File: src/rtl/l2_multi_stream_control.sv
// Multi-stream L2 prefetch controller: keeps per-stream URAM line rings topped up with
// round-robin OpenCAPI read requests and turns tagged L1 reads into URAM addresses.
module l2_multi_stream_control #(
    parameter int n_streams    = 4,
    parameter int l2_ncl       = 256,
    parameter int pf_depth     = 256,
    parameter int id_width     = (n_streams > 1) ? $clog2(n_streams) : 1,
    parameter int l2_ncl_width = $clog2(l2_ncl)
) (
    input  logic                             clk,
    input  logic                             reset,
    input  logic                             i_rst_v,
    input  logic [id_width-1:0]              i_rst_id,
    output logic                             i_rst_r,
    input  logic                             i_rd_v,
    input  logic [id_width-1:0]              i_rd_id,
    output logic                             i_rd_r,
    output logic                             o_addr_v,
    input  logic                             o_addr_r,
    output logic [id_width+l2_ncl_width-1:0] o_addr_ptr,
    output logic                             o_req_v,
    input  logic                             o_req_r,
    output logic [id_width-1:0]              o_req_id,
    output logic [l2_ncl_width-1:0]          o_req_ptr,
    input  logic                             i_rsp_v,
    input  logic [id_width-1:0]              i_rsp_id,
    output logic                             i_rsp_r
);
    localparam int cnt_width = $clog2(pf_depth + 1);
    typedef logic [id_width-1:0]     id_t;
    typedef logic [l2_ncl_width-1:0] slot_t;
    typedef logic [cnt_width-1:0]    cnt_t;
    localparam cnt_t pf_max = cnt_t'(pf_depth);

    logic  active_q [n_streams];
    logic  active_d [n_streams];
    slot_t rd_ptr_q [n_streams];
    slot_t rd_ptr_d [n_streams];
    slot_t req_ptr_q[n_streams];
    slot_t req_ptr_d[n_streams];
    cnt_t  issued_q [n_streams];
    cnt_t  issued_d [n_streams];
    cnt_t  filled_q [n_streams];
    cnt_t  filled_d [n_streams];

    id_t                              rr_q, rr_d;
    logic                             addr_v_q, addr_v_d;
    logic [id_width+l2_ncl_width-1:0] addr_ptr_q, addr_ptr_d;
    logic                             req_v_q, req_v_d;
    id_t                              req_id_q, req_id_d;
    slot_t                            req_slot_q, req_slot_d;

    logic                 rst_fire, rd_fire, rsp_ok, req_load, pick_found;
    id_t                  pick_id;
    logic [n_streams-1:0] eligible;

    // A stream may only be reset once every issued line has come back.
    assign i_rst_r  = (issued_q[i_rst_id] - filled_q[i_rst_id]) == '0;
    assign i_rd_r   = active_q[i_rd_id] && (filled_q[i_rd_id] != '0) && (!addr_v_q || o_addr_r)
                      && !(i_rst_v && (i_rst_id == i_rd_id));
    assign i_rsp_r  = 1'b1;
    assign rst_fire = i_rst_v && i_rst_r;
    assign rd_fire  = i_rd_v && i_rd_r;
    assign rsp_ok   = active_q[i_rsp_id] && (filled_q[i_rsp_id] < issued_q[i_rsp_id]);
    assign req_load = !req_v_q || o_req_r;

    assign o_addr_v   = addr_v_q;
    assign o_addr_ptr = addr_ptr_q;
    assign o_req_v    = req_v_q;
    assign o_req_id   = req_id_q;
    assign o_req_ptr  = req_slot_q;

    always_comb begin
        int idx;
        // NOTE: every variable gets a default before any conditional write, so no latch is inferred.
        idx        = 0;
        pick_found = 1'b0;
        pick_id    = '0;
        for (int s = 0; s < n_streams; s++) begin
            eligible[s] = active_q[s] && (issued_q[s] < pf_max) && !(i_rst_v && (i_rst_id == id_t'(s)));
        end
        for (int k = 0; k < n_streams; k++) begin
            idx = int'(rr_q) + k;
            if (idx >= n_streams) idx = idx - n_streams;
            if (!pick_found && eligible[idx]) begin
                pick_found = 1'b1;
                pick_id    = id_t'(idx);
            end
        end
    end

    always_comb begin
        logic rd_hit, iss_hit, rsp_hit;
        rd_hit     = 1'b0;
        iss_hit    = 1'b0;
        rsp_hit    = 1'b0;
        active_d   = active_q;
        rd_ptr_d   = rd_ptr_q;
        req_ptr_d  = req_ptr_q;
        issued_d   = issued_q;
        filled_d   = filled_q;
        rr_d       = rr_q;
        addr_v_d   = addr_v_q;
        addr_ptr_d = addr_ptr_q;
        req_v_d    = req_v_q;
        req_id_d   = req_id_q;
        req_slot_d = req_slot_q;

        for (int s = 0; s < n_streams; s++) begin
            rd_hit  = rd_fire && (i_rd_id == id_t'(s));
            iss_hit = req_load && pick_found && (pick_id == id_t'(s));
            rsp_hit = i_rsp_v && rsp_ok && (i_rsp_id == id_t'(s));
            if (rst_fire && (i_rst_id == id_t'(s))) begin
                active_d[s]  = 1'b1;
                rd_ptr_d[s]  = '0;
                req_ptr_d[s] = '0;
                issued_d[s]  = '0;
                filled_d[s]  = '0;
            end else begin
                if (rd_hit)  rd_ptr_d[s]  = rd_ptr_q[s] + 1'b1;
                if (iss_hit) req_ptr_d[s] = req_ptr_q[s] + 1'b1;
                if (iss_hit && !rd_hit)      issued_d[s] = issued_q[s] + 1'b1;
                else if (rd_hit && !iss_hit) issued_d[s] = issued_q[s] - 1'b1;
                if (rsp_hit && !rd_hit)      filled_d[s] = filled_q[s] + 1'b1;
                else if (rd_hit && !rsp_hit) filled_d[s] = filled_q[s] - 1'b1;
            end
        end

        if (rd_fire) begin
            addr_v_d   = 1'b1;
            addr_ptr_d = {i_rd_id, rd_ptr_q[i_rd_id]};
        end else if (o_addr_r) begin
            addr_v_d = 1'b0;
        end

        // The credit is taken as the request enters the output register, not at its handshake.
        if (req_load) begin
            req_v_d = pick_found;
            if (pick_found) begin
                req_id_d   = pick_id;
                req_slot_d = req_ptr_q[pick_id];
                rr_d       = (pick_id == id_t'(n_streams - 1)) ? '0 : pick_id + 1'b1;
            end
        end
    end

    always_ff @(posedge clk) begin
        if (reset) begin
            // NOTE: the per-stream arrays are plain flops, not RAM, so clearing them in reset is cheap and required.
            for (int s = 0; s < n_streams; s++) begin
                active_q[s]  <= 1'b0;
                rd_ptr_q[s]  <= '0;
                req_ptr_q[s] <= '0;
                issued_q[s]  <= '0;
                filled_q[s]  <= '0;
            end
            rr_q       <= '0;
            addr_v_q   <= 1'b0;
            addr_ptr_q <= '0;
            req_v_q    <= 1'b0;
            req_id_q   <= '0;
            req_slot_q <= '0;
        end else begin
            // NOTE: non-blocking assignments so every register samples pre-edge values.
            active_q   <= active_d;
            rd_ptr_q   <= rd_ptr_d;
            req_ptr_q  <= req_ptr_d;
            issued_q   <= issued_d;
            filled_q   <= filled_d;
            rr_q       <= rr_d;
            addr_v_q   <= addr_v_d;
            addr_ptr_q <= addr_ptr_d;
            req_v_q    <= req_v_d;
            req_id_q   <= req_id_d;
            req_slot_q <= req_slot_d;
        end
    end

    // Responses to idle streams or beyond the issued count are dropped; flag them in simulation.
    always_ff @(posedge clk) begin
        if (!reset && i_rsp_v) begin
            rsp_legal_a: assert (rsp_ok);
        end
    end
endmodule

File: config.mk
export PLATFORM = sky130hd
export DESIGN_NAME = l2_multi_stream_control
export DESIGN_NICKNAME = d
export VERILOG_FILES = /design/src/rtl/l2_multi_stream_control.sv
export SDC_FILE = /design/constraint.sdc
export NUM_CORES = 1
export LEC_CHECK = 0
export ABC_CLOCK_PERIOD_IN_PS = 5900
export CAP_MARGIN = 20
export CELL_PAD_IN_SITES_DETAIL_PLACEMENT = 0
export CELL_PAD_IN_SITES_GLOBAL_PLACEMENT = 2
export CORE_MARGIN = 3
export CORE_UTILIZATION = 40
export DETAILED_ROUTE_END_ITERATION = 16
export GPL_TIMING_DRIVEN = 0
export PLACE_DENSITY_LB_ADDON = 0.12
export SLEW_MARGIN = 0
export SYNTH_ARGS = -nofsm -noshare
export SYNTH_HDL_FRONTEND = slang
export SYNTH_SLANG_ARGS = --single-unit
File: constraint.sdc
create_clock -name clk -period 5.9 [get_ports clk]
set_input_delay 0.59 -clock clk [delete_from_list [all_inputs] [get_ports clk]]
set_output_delay 0.59 -clock clk [all_outputs]
set_load 0.01 [all_outputs]
==> results.sh, run 1 <==
export IMPL_routedWlPerCell_um=17.6
export IMPL_critical_path_slowest_cell="clkdlybuf4s50_1"
export IMPL_yosysUniqueCellTypes=79
export IMPL_finished_layout_cell_area_mm2=0.0127
export IMPL_worst_endpoint_arrival_ns=5.11
export IMPL_worstSetupStartpointType="primary input"
export IMPL_kind_of_critical_path="primary input to output pin"
export IMPL_wirelength_um=30000
export IMPL_worstPathMaxFanout=10
export IMPL_busiest_layer="met2"
export IMPL_routabilityCongestion=0.872
export IMPL_grt_met1_usage=0.283
export IMPL_grt_setup_unrepaired="false"
export IMPL_min_path_type="flip-flop to flip-flop"
export IMPL_crit_family="buffers and inverters"
export IMPL_critical_path_max_stage_delay_ns=0.67
export IMPL_grtUsageMet3=0.0323
export IMPL_setup_viol=0
export IMPL_cp_buffers_inverters=5
export IMPL_drc_errors=0
export IMPL_mappedNetlistArea_mm2=0.0113
export IMPL_drt_pass1_iter_count=4
export IMPL_tritoncts="done"
export IMPL_synth_fp_nets=1378
export IMPL_crit_chain="clkdlybuf4s50_1 > buf_2 > clkbuf_1 > mux4_2 > ha_1 > nor2b_1 > o21a_1 > o21ai_0 > nor4b_1 > a31o_2 > clkbuf_2 > and3_1 > clkdlybuf4s50_1"
export IMPL_design_die_area_mm2=0.0303
export IMPL_yosysSeqAreaShare=0.291
export IMPL_die_x_um=174
export IMPL_clk_transition_reported_paths_ns=0.07
export IMPL_worstSetupEndpointType="output pin"
export IMPL_setup_tns_ns=0
export IMPL_detail_route_iter0_violations=589
export IMPL_numClockSinks=164
export IMPL_total_cts_buffers=17
export IMPL_async_s_r_ff_share_synth=0
export IMPL_post_synth_top_area_fraction=0.291
export IMPL_global_route_usage_met2=0.324
export IMPL_worstSkewPairLatency_ns=0.44
export IMPL_grt_pass1_wl_um=48000
export IMPL_hpwlAfterDp_um=23400
export IMPL_htreeDepth=4
export IMPL_synthesis_area_per_instance_um2=8.92
export IMPL_crit_path_frequent_cell="clkdlybuf4s50_1"
export IMPL_design_final_nets=1432
export IMPL_portBuffers=35
export IMPL_total_leakage_power_uw=0.00488
export IMPL_via_count=9057
export IMPL_netlist_top_cells_count="164 x dfxtp_1, 160 x nor2_1, 101 x a21oi_1"
export IMPL_min_period_ns=5.70
export IMPL_grt_start_max_net_pins=17
export IMPL_grt_antenna_before_repair=0
export IMPL_synth_main_ff_cell="dfxtp_1"
export IMPL_worstMarginPinSlew_ns=0.728
export IMPL_slew_violations=0
export IMPL_placementRows=60
export IMPL_synthToLayoutAreaGrowth_pct=12.4
export IMPL_vdd_drop_max_mv=0.188
export IMPL_mean_number_of_vias_per_cell=5.32
export IMPL_clk_root_buffer_cell="clkbuf_16"
export IMPL_reg2reg_slack_ns=0.93
export IMPL_synth_edf_count=0
export IMPL_fp_coreArea_mm2=0.0273
export IMPL_number_of_global_route_vias_before_repair=8698
export IMPL_dpl_instance_area_mm2=0.0121
export IMPL_postSynthRegisterBits=164
export IMPL_clock_fmax_mhz=175
export IMPL_maxSlewHeadroom=0.510
export IMPL_post_synth_inst_count=1265
export IMPL_outcome="complete, no violations"
export IMPL_ioPinCount=38
export IMPL_postLayoutCoreUtil=0.464
export IMPL_finalHoldWorstSlack_ns=0.454
export IMPL_drt_antenna_violating_nets=0
export IMPL_hold_viol=0
export IMPL_grt_remaining_overflow=0
export IMPL_global_route_usage_total=0.200
export IMPL_cts_path_max_buffers=2
export IMPL_yosys_cell_count_top_type="dfxtp_1"
export IMPL_fp_dieH_um=174
export IMPL_initial_core_util=0.413
export IMPL_antennaDiodeCount=0
export IMPL_critical_path_required_ns=5.31
export IMPL_max_cap_violations=0
export IMPL_layout_worst_path_cycle_share=0.966
export IMPL_drive_above_1_share=0.0998
export IMPL_pwr_density_cell_mw_per_mm2=323
export IMPL_maximum_clock_skew_at_final_layout_ns=0.0133
export IMPL_top_cell_type_by_total_area_after_synthesis="dfxtp_1"
export IMPL_power_uw=4100
export IMPL_synth_area_leaders="dfxtp_1 29%, ha_1 10%, mux4_2 8.4%"
export IMPL_synth_yosys_warnings=0
[final cells by class]
cell class	count	area (µm²)
buffer	53	313
clock buffer	19	443
clock inverter	13	123
fill	2750	14600
inverter	73	274
multi-input combinational	975	7430
sequential	164	3280
tap	372	465
timing repair buffer	35	350
[registers in the layout, indices dropped and copies added (netlist names)]
name        cells
rd_ptr_q       32
o_addr_v        1
o_req_ptr       8
o_req_v         1
filled_q       36
active_q        4
o_req_id        2
req_ptr_q      32
issued_q       36
o_addr_ptr     10
rr_q            2
[metrics by stage]
stage / setup slack, ns / std cells
2_1_floorplan: 0.900 / 1265
3_3_place_gp: -0.942 / 1672
3_5_place_dp: -0.980 / 1672
4_1_cts: 0.0333 / 1704
5_1_grt: 0.0249 / 1704
6_report: 0.202 / 1704
[worst reg2reg max path: cells and delay by family (launching register included)]
| kind | cells | cell delay (ns) |
|---|---|---|
| buffers and inverters | 3 | 0.63 |
| and+or+nand+nor | 6 | 1.42 |
| adders and majority gates | 3 | 0.86 |
| AOI/OAI and AO/OA | 7 | 1.60 |
| DFF | 1 | 0.40 |
[timing repair]
item / in CTS / in global routing
endpoints found under the setup margin: 5 / 2
hold endpoints to repair: 0 / 0
resized for setup: 5 / 7
hold buffers: 0 / 0
buffers inserted: 0 / 0
[metal layers]
metal / wire (µm) / up-vias
met5: 0 / -
met4: 296 / 0
met3: 830 / 16
met2: 13600 / 96
met1: 15300 / 4289
li1: - / 4656
[cells by family after synthesis]
kind of cell,count (synthesis),synth area share
buffers and inverters,126,0.0512
adders and majority gates,100,0.116
DFF,164,0.291
other,1,0.000332
xor gates and xnor gates,100,0.0776
and+or+nand+nor,443,0.200
muxes,90,0.128
AOI/OAI and AO/OA,241,0.136
[path summary, 6_finish.rpt]
path                                     from             to  cells after the start
worst max-delay path              i_rst_id[1]        i_rst_r                     13
worst min-delay path            o_addr_ptr[0]  o_addr_ptr[0]                      2
worst max register to register    active_q[3]    issued_q[8]                     19
worst min register to register  o_addr_ptr[0]  o_addr_ptr[0]                      2
[power breakdown]
group	switching, µW	internal, µW	total, µW
Clock	500	599	1100
Sequential	100	1180	1280
Combinational	966	747	1710
[cell usage in the layout (no fill, tap or decap), types with 6 or more instances in the layout]
cell and n:
clkbuf_1 24, and3_1 11, nand4_1 22, clkbuf_16 17, inv_1 72, o21a_1 14
nor2b_1 30, or3_1 12, a211oi_1 14, and2_1 8, nor4_1 7, clkdlybuf4s50_1 35
nand2_1 73, mux2i_1 36, a21o_1 25, nand3b_1 14, buf_2 7, buf_4 12
o21ai_0 29, mux2_2 11, nor3b_1 14, o21ai_1 8, mux4_2 42, nor3_1 27
fa_1 8, a21oi_1 101, or4_1 8, nor4b_1 9, dfxtp_1 164, xor2_1 52
ha_1 92, o31ai_1 6, nand2b_1 7, xnor2_1 48, nand3_1 25, nor2_1 160
(Power assumes the default switching activity.)
==> inputs of run 2 (changes only) <==
- ABC_CLOCK_PERIOD_IN_PS: 5900 -> 7200
- CORE_ASPECT_RATIO: unset -> 1.1
- CORE_UTILIZATION: 40 -> 43
- clock period: 5.9 -> 7.2 ns (I/O delays scaled with it)
==> results.sh, run 2 (synthesized netlist as in run 1, its figures left out) <==
export IMPL_slew_violations=0
export IMPL_mean_number_of_vias_per_cell=5.42
export IMPL_postLayoutCoreUtil=0.495
export IMPL_antennaDiodeCount=0
export IMPL_critical_path_required_ns=7.56
export IMPL_grt_setup_unrepaired="false"
export IMPL_total_cts_buffers=17
export IMPL_clk_transition_reported_paths_ns=0.08
export IMPL_setup_tns_ns=0
export IMPL_portBuffers=35
export IMPL_htreeDepth=4
export IMPL_min_path_type="flip-flop to flip-flop"
export IMPL_min_period_ns=6.28
export IMPL_final_setup_worst_slack_ns=0.916
export IMPL_wirelength_um=29900
export IMPL_drt_pass1_iter_count=5
export IMPL_global_route_usage_total=0.216
export IMPL_hpwlAfterDp_um=22900
export IMPL_setup_viol=0
export IMPL_worstSkewPairLatency_ns=0.44
export IMPL_grt_remaining_overflow=0
export IMPL_routabilityCongestion=0.899
export IMPL_ioPinCount=38
export IMPL_grt_pass1_wl_um=48100
export IMPL_maxSlewHeadroom=0.422
export IMPL_hold_viol=0
export IMPL_max_cap_violations=0
export IMPL_biggestRegsByFlops="filled_q (36), issued_q (36)"
export IMPL_worstMarginPinSlew_ns=0.865
export IMPL_worstPathMaxFanout=10
export IMPL_tritoncts="done"
export IMPL_layout_commonest_cell="dfxtp_1"
export IMPL_ctsResizeCount=0
export IMPL_number_of_global_route_vias_before_repair=8858
export IMPL_cts_path_max_buffers=2
export IMPL_design_final_nets=1432
export IMPL_finished_layout_cell_area_mm2=0.0127
export IMPL_maximum_clock_skew_at_final_layout_ns=0.0223
export IMPL_clock_fmax_mhz=159
export IMPL_design_die_area_mm2=0.0282
export IMPL_clk_root_buffer_cell="clkbuf_16"
export IMPL_grt_start_max_net_pins=19
export IMPL_numClockSinks=164
export IMPL_placementRows=61
export IMPL_finalHoldWorstSlack_ns=0.458
export IMPL_pwr_density_cell_mw_per_mm2=267
export IMPL_dpl_instance_area_mm2=0.0121
export IMPL_outcome="complete, no violations"
export IMPL_cts_repair_timing_setup_buffer_count=0
export IMPL_pre_cts_slack_ns=0.486
export IMPL_synthToLayoutAreaGrowth_pct=12.1
export IMPL_mostFrequentLayoutCells="164 x dfxtp_1, 160 x nor2_1, 101 x a21oi_1, 92 x ha_1, 73 x nand2_1"
export IMPL_fp_coreArea_mm2=0.0256
export IMPL_grt_antenna_before_repair=0
export IMPL_die_x_um=160
export IMPL_total_leakage_power_uw=0.00487
export IMPL_drc_errors=0
export IMPL_vdd_drop_max_mv=0.132
export IMPL_worstSetupStartpointType="primary input"
export IMPL_drive_above_1_share=0.0961
export IMPL_initial_core_util=0.441
export IMPL_fp_dieH_um=176
export IMPL_detail_route_iter0_violations=516
export IMPL_drt_antenna_violating_nets=0
export IMPL_routedWlPerCell_um=17.8
export IMPL_via_count=9093
export IMPL_kind_of_critical_path="primary input to flip-flop"
export IMPL_cts_hold_repair_buffers=0
export IMPL_worstSetupEndpointType="flip-flop"
export IMPL_layout_worst_path_cycle_share=0.873
export IMPL_worst_endpoint_arrival_ns=6.64
==> run 2: routing by layer <==
layer  vias up  GRT usage  part of all wire
li1       4644          -                 -
met1      4265      0.296              0.48
met2       150      0.358              0.47
met3        34     0.0269             0.032
met4         0     0.0608             0.020
met5         -          0                 0
==> run 2: power by group <==
group / total [µW] / leakage (µW) / switching (µW) / internal (µW)
Combinational: 1400 / 0.00326 / 791 / 610
Sequential: 1050 / 0.00132 / 78.2 / 969
Clock: 926 / 0.000287 / 460 / 466
Total: 3370 / 0.00487 / 1330 / 2050
==> run 2: area by class of cell <==
| class | count | area [µm²] |
|---|---|---|
| clock inverter | 14 | 158 |
| multi-input combinational | 975 | 7420 |
| fill | 2460 | 12900 |
| inverter | 73 | 274 |
| clock buffer | 18 | 429 |
| sequential | 164 | 3280 |
| timing repair buffer | 35 | 350 |
| tap | 346 | 433 |
| buffer | 53 | 304 |
==> run 2: path summary, 6_finish.rpt <==
check | start | endpoint | slack, ns | depth (start not counted)
min | o_addr_ptr[3] | o_addr_ptr[3] | 0.46 | 2
min reg2reg | o_addr_ptr[3] | o_addr_ptr[3] | 0.46 | 2
max | i_rsp_id[1] | filled_q[35] | 0.92 | 20
max reg2reg | issued_q[26] | issued_q[8] | 2.28 | 18
==> run 2: metrics by stage <==
stage                     cells  total power [µW]
final                      1678              3370
after global routing       1678              3610
after CTS                  1678              3400
after detailed placement   1646              2470
after global placement     1646              2460
after floorplan            1265              2120
==> run 2: critical path: stages <==
cell and delay, ns:
clkdlybuf4s50_1 0.64, buf_1 0.61, clkbuf_1 0.48, mux4_2 0.40
ha_1 0.32, a21o_1 0.16, a21oi_1 0.17, and2_1 0.15
a22o_1 0.18, nor4bb_1 0.31, ha_1 0.29, inv_1 0.18
ha_1 0.35, nor2b_1 0.15, o21ai_0 0.28, a21oi_1 0.15
a211oi_1 0.37, nor3_1 0.10, or4_1 0.47, a21oi_1 0.14
==> inputs of run 3 (changes only) <==
==> constraint.sdc (replaced) <==
create_clock -name clk -period 7.2 [get_ports clk]
set_input_delay 1.08 -clock clk [delete_from_list [all_inputs] [get_ports clk]]
set_output_delay 1.08 -clock clk [all_outputs]
set_load 0.01 [all_outputs]
==> results of run 3 <==
Same layout as run 2 (identical final DEF). Status: complete, no violations.
Main changes from that run: setup slack after placement 0.486 ns -> 0.126 ns; setup slack after layout 0.916 ns -> 0.556 ns
